==> config.mk <==
export PLATFORM = sky130hd
export DESIGN_NAME = count_down_divider
export DESIGN_NICKNAME = d
export VERILOG_FILES = /design/src/rtl/count_down_divider_pkg.sv /design/src/rtl/count_down_divider_reload_slot.sv /design/src/rtl/count_down_divider.sv
export SDC_FILE = /design/constraint.sdc
export NUM_CORES = 1
export LEC_CHECK = 0
export CORE_ASPECT_RATIO = 0.8
export CORE_MARGIN = 2
export CORE_UTILIZATION = 46
export CTS_CLUSTER_SIZE = 30
export DETAILED_ROUTE_END_ITERATION = 16
export PLACE_DENSITY = 0.73
export REMOVE_ABC_BUFFERS = 1
export SYNTH_ARGS = -nofsm -noshare
export SYNTH_HDL_FRONTEND = slang
export SYNTH_HIERARCHICAL = 1
export SYNTH_SLANG_ARGS = --single-unit
==> constraint.sdc <==
create_clock -name CLK -period 1.8 [get_ports CLK]
set_input_delay 0.18 -clock CLK [delete_from_list [all_inputs] [get_ports CLK]]
set_output_delay 0.18 -clock CLK [all_outputs]
set_load 0.005 [all_outputs]
==> src/rtl/count_down_divider_pkg.sv <==
// Shared state encoding and default sizing for the PAL timing down-counter/divider.
package count_down_divider_pkg;

    typedef enum logic {
        STOP = 1'b0,
        RUN  = 1'b1
    } state_t;

    localparam int                         DEFAULT_WIDTH  = 4;
    localparam logic [DEFAULT_WIDTH-1:0]   DEFAULT_RELOAD = 4'hF;

endpackage

==> src/rtl/count_down_divider_reload_slot.sv <==
// Reload register plus a one-deep pending slot behind a valid/ready handshake.
// With COUNTER_IMMEDIATE_LOAD_EN an accepted value goes straight into reload and the slot stays empty.
module divider_reload_slot
    import count_down_divider_pkg::*;
#(
    parameter int               WIDTH          = DEFAULT_WIDTH,
    parameter logic [WIDTH-1:0] RELOAD_DEFAULT = DEFAULT_RELOAD
) (
    input  logic             clk,
    input  logic             rst,
    input  logic             load_valid,
    input  logic [WIDTH-1:0] load_value,
    input  logic             apply,
    output logic             load_ready,
    output logic             accept,
    output logic             pending,
    output logic [WIDTH-1:0] pending_value,
    output logic [WIDTH-1:0] reload,
    output logic [WIDTH-1:0] next_reload
);

    assign accept      = load_valid && load_ready;
    assign next_reload = pending ? pending_value : reload;

    // An accept can only happen with the slot empty, so it never collides with an apply.
    always_ff @(negedge clk or posedge rst) begin
        if (rst) begin
            pending       <= 1'b0;
            pending_value <= '0;
            reload        <= RELOAD_DEFAULT;
            load_ready    <= 1'b1;
        end else begin
            if (apply && pending) begin
                reload     <= pending_value;
                pending    <= 1'b0;
                load_ready <= 1'b1;
            end
`ifdef COUNTER_IMMEDIATE_LOAD_EN
            if (accept) begin
                reload <= load_value;
            end
`else
            if (accept) begin
                pending_value <= load_value;
                pending       <= 1'b1;
                load_ready    <= 1'b0;
            end
`endif
        end
    end

endmodule

==> src/rtl/count_down_divider.sv <==
// Loadable down-counter / divider: TC strobe on each wrap, PHASE toggles per wrap.
// Optional COUNTER_IMMEDIATE_LOAD_EN applies accepted reloads on the same edge.
module count_down_divider
    import count_down_divider_pkg::*;
#(
    parameter int               WIDTH          = DEFAULT_WIDTH,
    parameter logic [WIDTH-1:0] RELOAD_DEFAULT = DEFAULT_RELOAD
) (
    input  logic             CLK,
    input  logic             RST,
    input  logic             EN,
    input  logic             LOAD_VALID,
    input  logic [WIDTH-1:0] LOAD_VALUE,
    output logic             LOAD_READY,
    output logic [WIDTH-1:0] COUNT,
    output logic             TC,
    output logic             PHASE
);

    state_t           state, state_next;
    logic [WIDTH-1:0] count_next;
    logic             tc_next, phase_next;
    logic             accept, pending, wrap, stop_apply;
    logic [WIDTH-1:0] pending_value, reload, next_reload;

    function automatic logic [WIDTH-1:0] count_dec(input logic [WIDTH-1:0] value);
        return value - {{(WIDTH-1){1'b0}}, 1'b1};
    endfunction

    assign wrap       = EN && (COUNT == '0);
    assign stop_apply = (state == STOP) && !EN && pending;

    divider_reload_slot #(
        .WIDTH          (WIDTH),
        .RELOAD_DEFAULT (RELOAD_DEFAULT)
    ) u_slot (
        .clk           (CLK),
        .rst           (RST),
        .load_valid    (LOAD_VALID),
        .load_value    (LOAD_VALUE),
        .apply         (wrap || stop_apply),
        .load_ready    (LOAD_READY),
        .accept        (accept),
        .pending       (pending),
        .pending_value (pending_value),
        .reload        (reload),
        .next_reload   (next_reload)
    );

    always_ff @(negedge CLK or posedge RST) begin
        if (RST) begin
            state <= STOP;
            COUNT <= RELOAD_DEFAULT;
            TC    <= 1'b0;
            PHASE <= 1'b0;
        end else begin
            state <= state_next;
            COUNT <= count_next;
            TC    <= tc_next;
            PHASE <= phase_next;
        end
    end

    // The STOP->RUN edge already counts, so EN alone selects the step.
    always_comb begin
        state_next = EN ? RUN : STOP;
        count_next = COUNT;
        tc_next    = 1'b0;
        phase_next = PHASE;
        if (EN) begin
            if (COUNT != '0) begin
                count_next = count_dec(COUNT);
            end else begin
                tc_next    = 1'b1;
                phase_next = ~PHASE;
                count_next = next_reload;
            end
        end else if (stop_apply) begin
            count_next = pending_value;
        end
`ifdef COUNTER_IMMEDIATE_LOAD_EN
        if (accept) begin
            count_next = LOAD_VALUE;
            tc_next    = 1'b0;
            phase_next = PHASE;
        end
`endif
    end

endmodule
==> flow_summary.yaml, run 1 <==
status:
  status: "finished with violations"
  violations: "setup timing"
setup_path:
  path_cells: "buf_2"
  worst-path-buf-inv: 1
  worstPathRequired_ns: 1.62
  arrival_ns: 1.89
  endpoint_kind: "output pin"
  critical-path-top-delay-family: "flip-flops"
  cp-startpoint: "COUNT[0]"
  slowest_delay_ns: 0.53
  cp_slowest_cell: "dfstp_2"
  critPathLaunchType: "flop"
  cp_max_fo: 2
  r2r_start: "COUNT[0]"
  critPathKind: "reg2out"
timing:
  rsz0062_at_grt: "yes"
  timing.final.hold_violations: 0
  worst_slew_pin_slew_ns: 0.271
  drv_slew: 0
  timing.hold.ws_ns: 0.522
  setup_violations: 7
  fin_ws_ns: -0.265
  fin_skew_ns: 0.0791
  slew_headroom: 0.817
final_layout:
  seqCellArea_sq_um: 437
  drive_gt1_frac: 0.574
  fill_cells: 146
  num_antenna_cells: 0
  area_growth_pct: 44.1
  final_common_cell: "buf_4"
  final_cell_mix: "buf_4 (21), inv_1 (18), dfstp_2 (9)"
  multi_input_area_sq_um: 442
  nets: 125
  finalNonFillerCells: 139
run:
  drv_cap: 0
placement:
  hpwlAfterDp_microns: 1450
  placedCellCount: 123
  gp_congestion: 0.794
  port-buffer-count: 14
  dp_slack_ns: -0.564
cts:
  clkSinkCount: 17
  clk_latency_ns: 0.37
  ctsHoldBuffers: 0
  cts_tree: "built"
  clk_path_buf_depth: 2
  numCtsBuffers: 3
  cts_max_level: 1
  clock-root-buffer: "clkbuf_4"
  clk_pin_slew_ns: 0.08
drt:
  drt-initial-drc-count: 4
  drcViolationCount: 0
  drt_wl_total_microns: 1950
  vias: 672
  vias_per_cell: 4.83
  ant_nets: 0
  wl_per_cell_microns: 14.1
  dr.pass1.iters: 4
power:
  p_per_area_mw_per_mm2: 1590
  worst_ir_drop_vdd_mv: 1.31
  leakage_uw: 0.000649
logic_synthesis:
  syn_inst: 70
  ys_warn_count: 6
  synth.avg_cell_area_sq_um: 12.8
  synth_area_sq_um: 895
floorplan:
  die_area_sq_mm: 0.00232
  start_util: 0.482
  rows: 14
  core_area_sq_mm: 0.00186
  fp.dieH_microns: 43.4
  ios: 15
  die_x_microns: 53.3
grt:
  first_global_vias: 731
  grt.overflow.total: 0
  grt_usage: 0.203
  antenna_found_initial: 0
  grt_pass1_wl_microns: 3340
  grt_max_degree: 10
hold_path:
  hold_start: "PHASE"
  hold_class: "reg2reg"
cell type report:
class                      count  share of cell area
inverter                      10              0.0311
clock inverter                 9              0.0262
tap                           24              0.0233
clock buffer                   4              0.0204
sequential                    17               0.339
multi-input combinational     39               0.343
timing repair buffer          36               0.217
worst paths after layout:
check                                   endpoint  depth (start not counted)  slack (ns)
worst max register to register  u_slot/reload[3]                          9        0.05
worst min register to register             PHASE                          2        0.52
max in group asynchronous       u_slot/reload[3]                          3        0.52
worst max-delay path                    COUNT[0]                          1       -0.27
min in group asynchronous                  PHASE                          2        0.93
worst min-delay path                       PHASE                          2        0.52
through the flow:
step / utilization / total power [uW] / TNS, ns / instance area (sq um)
detailed placement: 0.634 / 1700 / -8.01 / 1180
global route: 0.694 / 2210 / -1.67 / 1290
floorplan: - / 1260 / -0.367 / 880
global placement: 0.634 / 1660 / -7.40 / 1180
finish: 0.694 / 2050 / -1.43 / 1290
CTS: 0.679 / 1980 / -1.48 / 1260
state kept, by name (all words and copies together), names as in the netlist:
name / cells
u_slot/load_ready: 1
PHASE: 1
COUNT: 4
u_slot/pending: 1
TC: 1
u_slot/pending_value: 4
state: 1
u_slot/reload: 4
what timing repair did:
item	CTS	global route
resized for setup	37	9
buffers inserted	7	1
pin swaps	4	4
endpoints found under the setup margin	17	10
routing by layer:
metal,global-route usage,vias up,part of all wire
met5,0,-,0
met4,0.0821,0,0.011
met3,0.0276,2,0.037
li1,-,327,-
met1,0.284,328,0.43
met2,0.321,15,0.52
power breakdown:
part | internal (uW) | switching (uW) | leakage [uW]
Combinational | 616 | 434 | 0.000392
Sequential | 605 | 109 | 0.000194
Clock | 112 | 171 | 0.0000629
No activity file was read; power rests on OpenSTA's default activity.
==> run 2: changes to the inputs <==
- PLACE_DENSITY: 0.73 -> not set
- PLACE_DENSITY_LB_ADDON: not set -> 0.1
==> run 2 against run 1 <==
- register-to-register slack hardly changed
- largest cell class is now sequential cells
- global-route usage shrank 1.8 points
- sequential share of layout area increased by 1.3 points
- the run still ends with setup timing left
- combinational power shrank 11%
- critical path depth stayed put
- sequential cell count unchanged
==> flow_summary.yaml, run 2 (synthesis gave the netlist of run 1 again) <==
status:
  status: "finished with violations"
  violations: "setup timing"
cts:
  numCtsBuffers: 3
  clock-root-buffer: "clkbuf_4"
  clk_path_buf_depth: 2
  clk_latency_ns: 0.36
  ctsHoldBuffers: 0
  clk_pin_slew_ns: 0.07
  cts_max_level: 1
  cts_tree: "built"
  clkSinkCount: 17
floorplan:
  die_area_sq_mm: 0.00232
  ios: 15
  start_util: 0.482
  core_area_sq_mm: 0.00186
  fp.dieH_microns: 43.4
  rows: 14
  die_x_microns: 53.3
setup_path:
  arrival_ns: 1.89
  cp_slowest_cell: "dfstp_2"
  critPathKind: "reg2out"
  worstPathRequired_ns: 1.62
  endpoint_kind: "output pin"
  slowest_delay_ns: 0.53
  r2r_start: "COUNT[1]"
  cp_max_fo: 2
  cp-startpoint: "u_slot/load_ready"
  worst-path-buf-inv: 1
  critPathLaunchType: "flop"
  path_cells: "buf_2"
  critical-path-top-delay-family: "flip-flops"
final_layout:
  fin_area_sq_mm: 0.00124
  num_antenna_cells: 0
  top_regs: "COUNT: 4 flops, u_slot/pending_value: 4 flops, u_slot/reload: 4 flops"
  final_common_cell: "inv_1"
  finish.utilization: 0.668
  fill_cells: 167
  seqCellArea_sq_um: 437
  drive_gt1_frac: 0.532
  final_cell_mix: "inv_1 (18), buf_4 (16), dfstp_2 (9), dfrtn_1 (8), mux2i_1 (8)"
  nets: 121
  multi_input_area_sq_um: 415
  area_growth_pct: 38.7
drt:
  vias: 632
  drt-initial-drc-count: 1
  ant_nets: 0
  drcViolationCount: 0
  vias_per_cell: 4.68
  dr.pass1.iters: 4
  wl_per_cell_microns: 12.9
  drt_wl_total_microns: 1740
placement:
  port-buffer-count: 14
  gp_congestion: 0.735
  place_area_sq_mm: 0.00118
  hpwlAfterDp_microns: 1400
grt:
  grt_pass1_wl_microns: 3010
  grt.overflow.total: 0
  grt_usage: 0.186
  first_global_vias: 701
  antenna_found_initial: 0
  grt_max_degree: 11
timing:
  tns_ns: -1.40
  drv_slew: 0
  fin_skew_ns: 0.0722
  fin_ws_ns: -0.269
  rsz0062_at_grt: "yes"
  setup_violations: 7
  worst_slew_pin_slew_ns: 0.283
  slew_headroom: 0.809
  timing.final.hold_violations: 0
hold_path:
  hold_start: "u_slot/pending_value[3]"
  hold_class: "reg2reg"
power:
  p_per_area_mw_per_mm2: 1550
  worst_ir_drop_vdd_mv: 1.14
  leakage_uw: 0.000620
run:
  drv_cap: 0
## run 2: timing repair
item / CTS / global route
pin swaps: 2 / 0
endpoints found under the setup margin: 17 / 11
buffers inserted: 1 / 1
resized for setup: 33 / 5
## run 2: layer usage
metal	vias to the layer above	wire length (microns)	GRT usage	share of wire
met5	-	0	0	0
met4	0	39	0.0769	0.022
met3	5	51	0.0414	0.029
met2	10	850	0.306	0.49
met1	299	803	0.235	0.46
li1	318	-	-	-
## run 2: path summary, 6_finish.rpt
| check | end | slack [ns] | cells past startpoint |
|---|---|---|---|
| setup / recovery | LOAD_READY | -0.27 | 1 |
| hold / removal | u_slot/pending_value[3] | 0.53 | 1 |
| setup reg to reg | u_slot/reload[2] | 0.05 | 9 |
| max in group asynchronous | COUNT[3] | 0.52 | 2 |
| min in group asynchronous | state | 0.93 | 2 |
| hold reg to reg | u_slot/pending_value[3] | 0.53 | 1 |
## run 2: cell type report
cell class                      instances  share of cell area
Multi-Input combinational cell         39               0.335
Clock inverter                         10              0.0313
Tap cell                               24              0.0242
Timing Repair Buffer                   32               0.210
Inverter                               10              0.0302
Sequential cell                        17               0.352
Clock buffer                            3              0.0181
## run 2: power breakdown
part / internal (uW) / leakage [uW] / switching (uW)
Sequential: 605 / 0.000194 / 106
Clock: 109 / 0.0000657 / 168
Combinational: 560 / 0.000360 / 373
## run 2: stage by stage
stage                     setup slack, ns  hold slack (ns)  total power (uW)  cells
after floorplan                   -0.0918            0.419              1260     68
after global placement             -0.537            0.518              1650    122
after detailed placement           -0.575            0.521              1690    122
after CTS                          -0.273            0.522              1890    134
after global routing               -0.311            0.549              2080    135
final                              -0.269            0.528              1920    135
==> run 3: changes to the inputs <==
- CORE_MARGIN: 2 -> 5
==> run 3 against run 2 <==
- the flow still finishes with violations (setup timing)
- sequential cell count is the same
- setup slack gained 0.0027 ns
- core utilization shrank 1.2 points
- clock skew shrank 0.0053 ns
- worst hold slack lost 0.0043 ns
- combinational power is essentially flat
- clock-buffer cell count grew 1
- critical path type unchanged
- largest power group unchanged
==> flow_summary.yaml, run 3 (synthesis gave the netlist of run 1 again) <==
power:
  p_per_area_mw_per_mm2: 1560
  finalPower_uw: 1920
  combPwrFrac: 0.484
  internal_power_uw: 1270
  worst_ir_drop_vdd_mv: 0.931
  leakage_uw: 0.000617
  clkPwrFrac: 0.149
  switching_share: 0.342
  switchingPower_uw: 658
  p_seq_frac: 0.367
floorplan:
  core_area_sq_mm: 0.00187
  fp.dieH_microns: 49.4
  rows: 14
  ios: 15
  start_util: 0.477
  die_area_sq_mm: 0.00293
  die_x_microns: 59.3
grt:
  first_global_vias: 658
  antenna_found_initial: 0
  grt_usage: 0.144
  grt.overflow.total: 0
  grt_max_degree: 11
  grt_pass1_wl_microns: 3110
setup_path:
  slowest_delay_ns: 0.52
  reg2reg_depth: 9
  r2r_end: "u_slot/reload[0]"
  critPathLaunchType: "flop"
  worstPathRequired_ns: 1.62
  cp_slowest_cell: "dfstp_2"
  worst-r2r-setup-slack_ns: 0.03
  critPathKind: "reg2out"
  cp_max_fo: 2
  worst-path-buf-inv: 1
  r2r_start: "COUNT[1]"
  critical-path-top-delay-family: "flip-flops"
  path_cells: "buf_2"
  endpoint_kind: "output pin"
  arrival_ns: 1.89
cts:
  clock-root-buffer: "clkbuf_4"
  ctsHoldBuffers: 0
  numCtsBuffers: 3
  clkSinkCount: 17
  clk_latency_ns: 0.36
  cts_max_level: 1
  clk_path_buf_depth: 2
  cts_tree: "built"
  clk_pin_slew_ns: 0.07
timing:
  setup_violations: 7
  worst_slew_pin_slew_ns: 0.345
  slew_headroom: 0.770
  fin_skew_ns: 0.0670
  rsz0062_at_grt: "yes"
  fin_ws_ns: -0.266
  drv_slew: 0
  timing.final.hold_violations: 0
drt:
  ant_nets: 0
  wl_per_cell_microns: 13.7
  vias_per_cell: 4.77
  vias: 649
  dr.pass1.iters: 4
  drt-initial-drc-count: 8
  drt_wl_total_microns: 1860
  drcViolationCount: 0
status:
  violations: "setup timing"
  status: "finished with violations"
run:
  drv_cap: 0
final_layout:
  nets: 122
  final_cell_mix: "buf_4 (19), inv_1 (18), dfstp_2 (9), dfrtn_1 (8), mux2i_1 (8)"
  num_antenna_cells: 0
  fill_cells: 152
  area_growth_pct: 37.6
  finish.utilization: 0.657
  fin_area_sq_mm: 0.00123
  final_common_cell: "buf_4"
  top_regs: "COUNT: 4 flops, u_slot/pending_value: 4 flops, u_slot/reload: 4 flops"
  drive_gt1_frac: 0.527
hold_path:
  whs_path_depth: 1
  hold_end: "u_slot/pending_value[1]"
  hold_start: "u_slot/pending_value[1]"
  hold_class: "reg2reg"
placement:
  dp_slack_ns: -0.569
  hpwlAfterDp_microns: 1430
  gp_congestion: 0.736
  place_area_sq_mm: 0.00118
  port-buffer-count: 14
[run 3: cell count changes in the layout (fill, tap and decap cells not counted)]
cell      change
buf_6         -1
clkbuf_1      +1
buf_12        -1
buf_4         +3
clkinv_2      -1
[run 3: power by group through the flow]
stage               logic [uW]  registers (uW)  clock network, uW
CTS                        921             708                298
floorplan                  468             754               38.0
finish                     931             707                286
global route              1020             729                337
detailed placement         946             710               38.0
global placement           911             708               38.0
[run 3: cell type report]
cell class                 count  area (sq um)  share of cell area
sequential                    17           437               0.355
multi-input combinational     39           415               0.337
clock inverter                 9          33.8              0.0274
tap                           24          30.0              0.0244
clock buffer                   4          26.3              0.0213
timing repair buffer          33           251               0.204
inverter                      10          37.5              0.0305
[run 3: per-layer routing]
metal  vias to the layer above  track usage  wire length (microns)
met5                         -            0                      0
met4                         0       0.0226                     10
met3                         2       0.0556                     73
met2                         9        0.220                    886
met1                       314        0.194                    886
li1                        324            -                      -
[run 3: timing repair]
action | CTS | global route
setup endpoints to repair | 17 | 12
setup buffers | 2 | 0
gates resized for setup | 34 | 3
pin swaps | 3 | 0
[run 3: per-stage QoR]
| step | TNS (ns) | cells | hold slack (ns) |
|---|---|---|---|
| 2_1_floorplan | -0.367 | 68 | 0.419 |
| 3_3_place_gp | -7.59 | 123 | 0.517 |
| 3_5_place_dp | -7.98 | 123 | 0.526 |
| 4_1_cts | -1.62 | 136 | 0.530 |
| 5_1_grt | -1.98 | 136 | 0.541 |
| 6_report | -1.45 | 136 | 0.524 |
[run 3: worst max path at each step]
| stage | from | slack, ns | depth (start not counted) | to |
|---|---|---|---|---|
| global route | COUNT[0] | -0.32 | 1 | COUNT[0] |
| CTS | COUNT[0] | -0.29 | 1 | COUNT[0] |
| finish | COUNT[0] | -0.27 | 1 | COUNT[0] |
| detailed placement | EN | -0.57 | 6 | u_slot/reload[2] |
| global placement | EN | -0.54 | 6 | u_slot/reload[2] |
| floorplan | EN | -0.09 | 3 | u_slot/reload[0] |
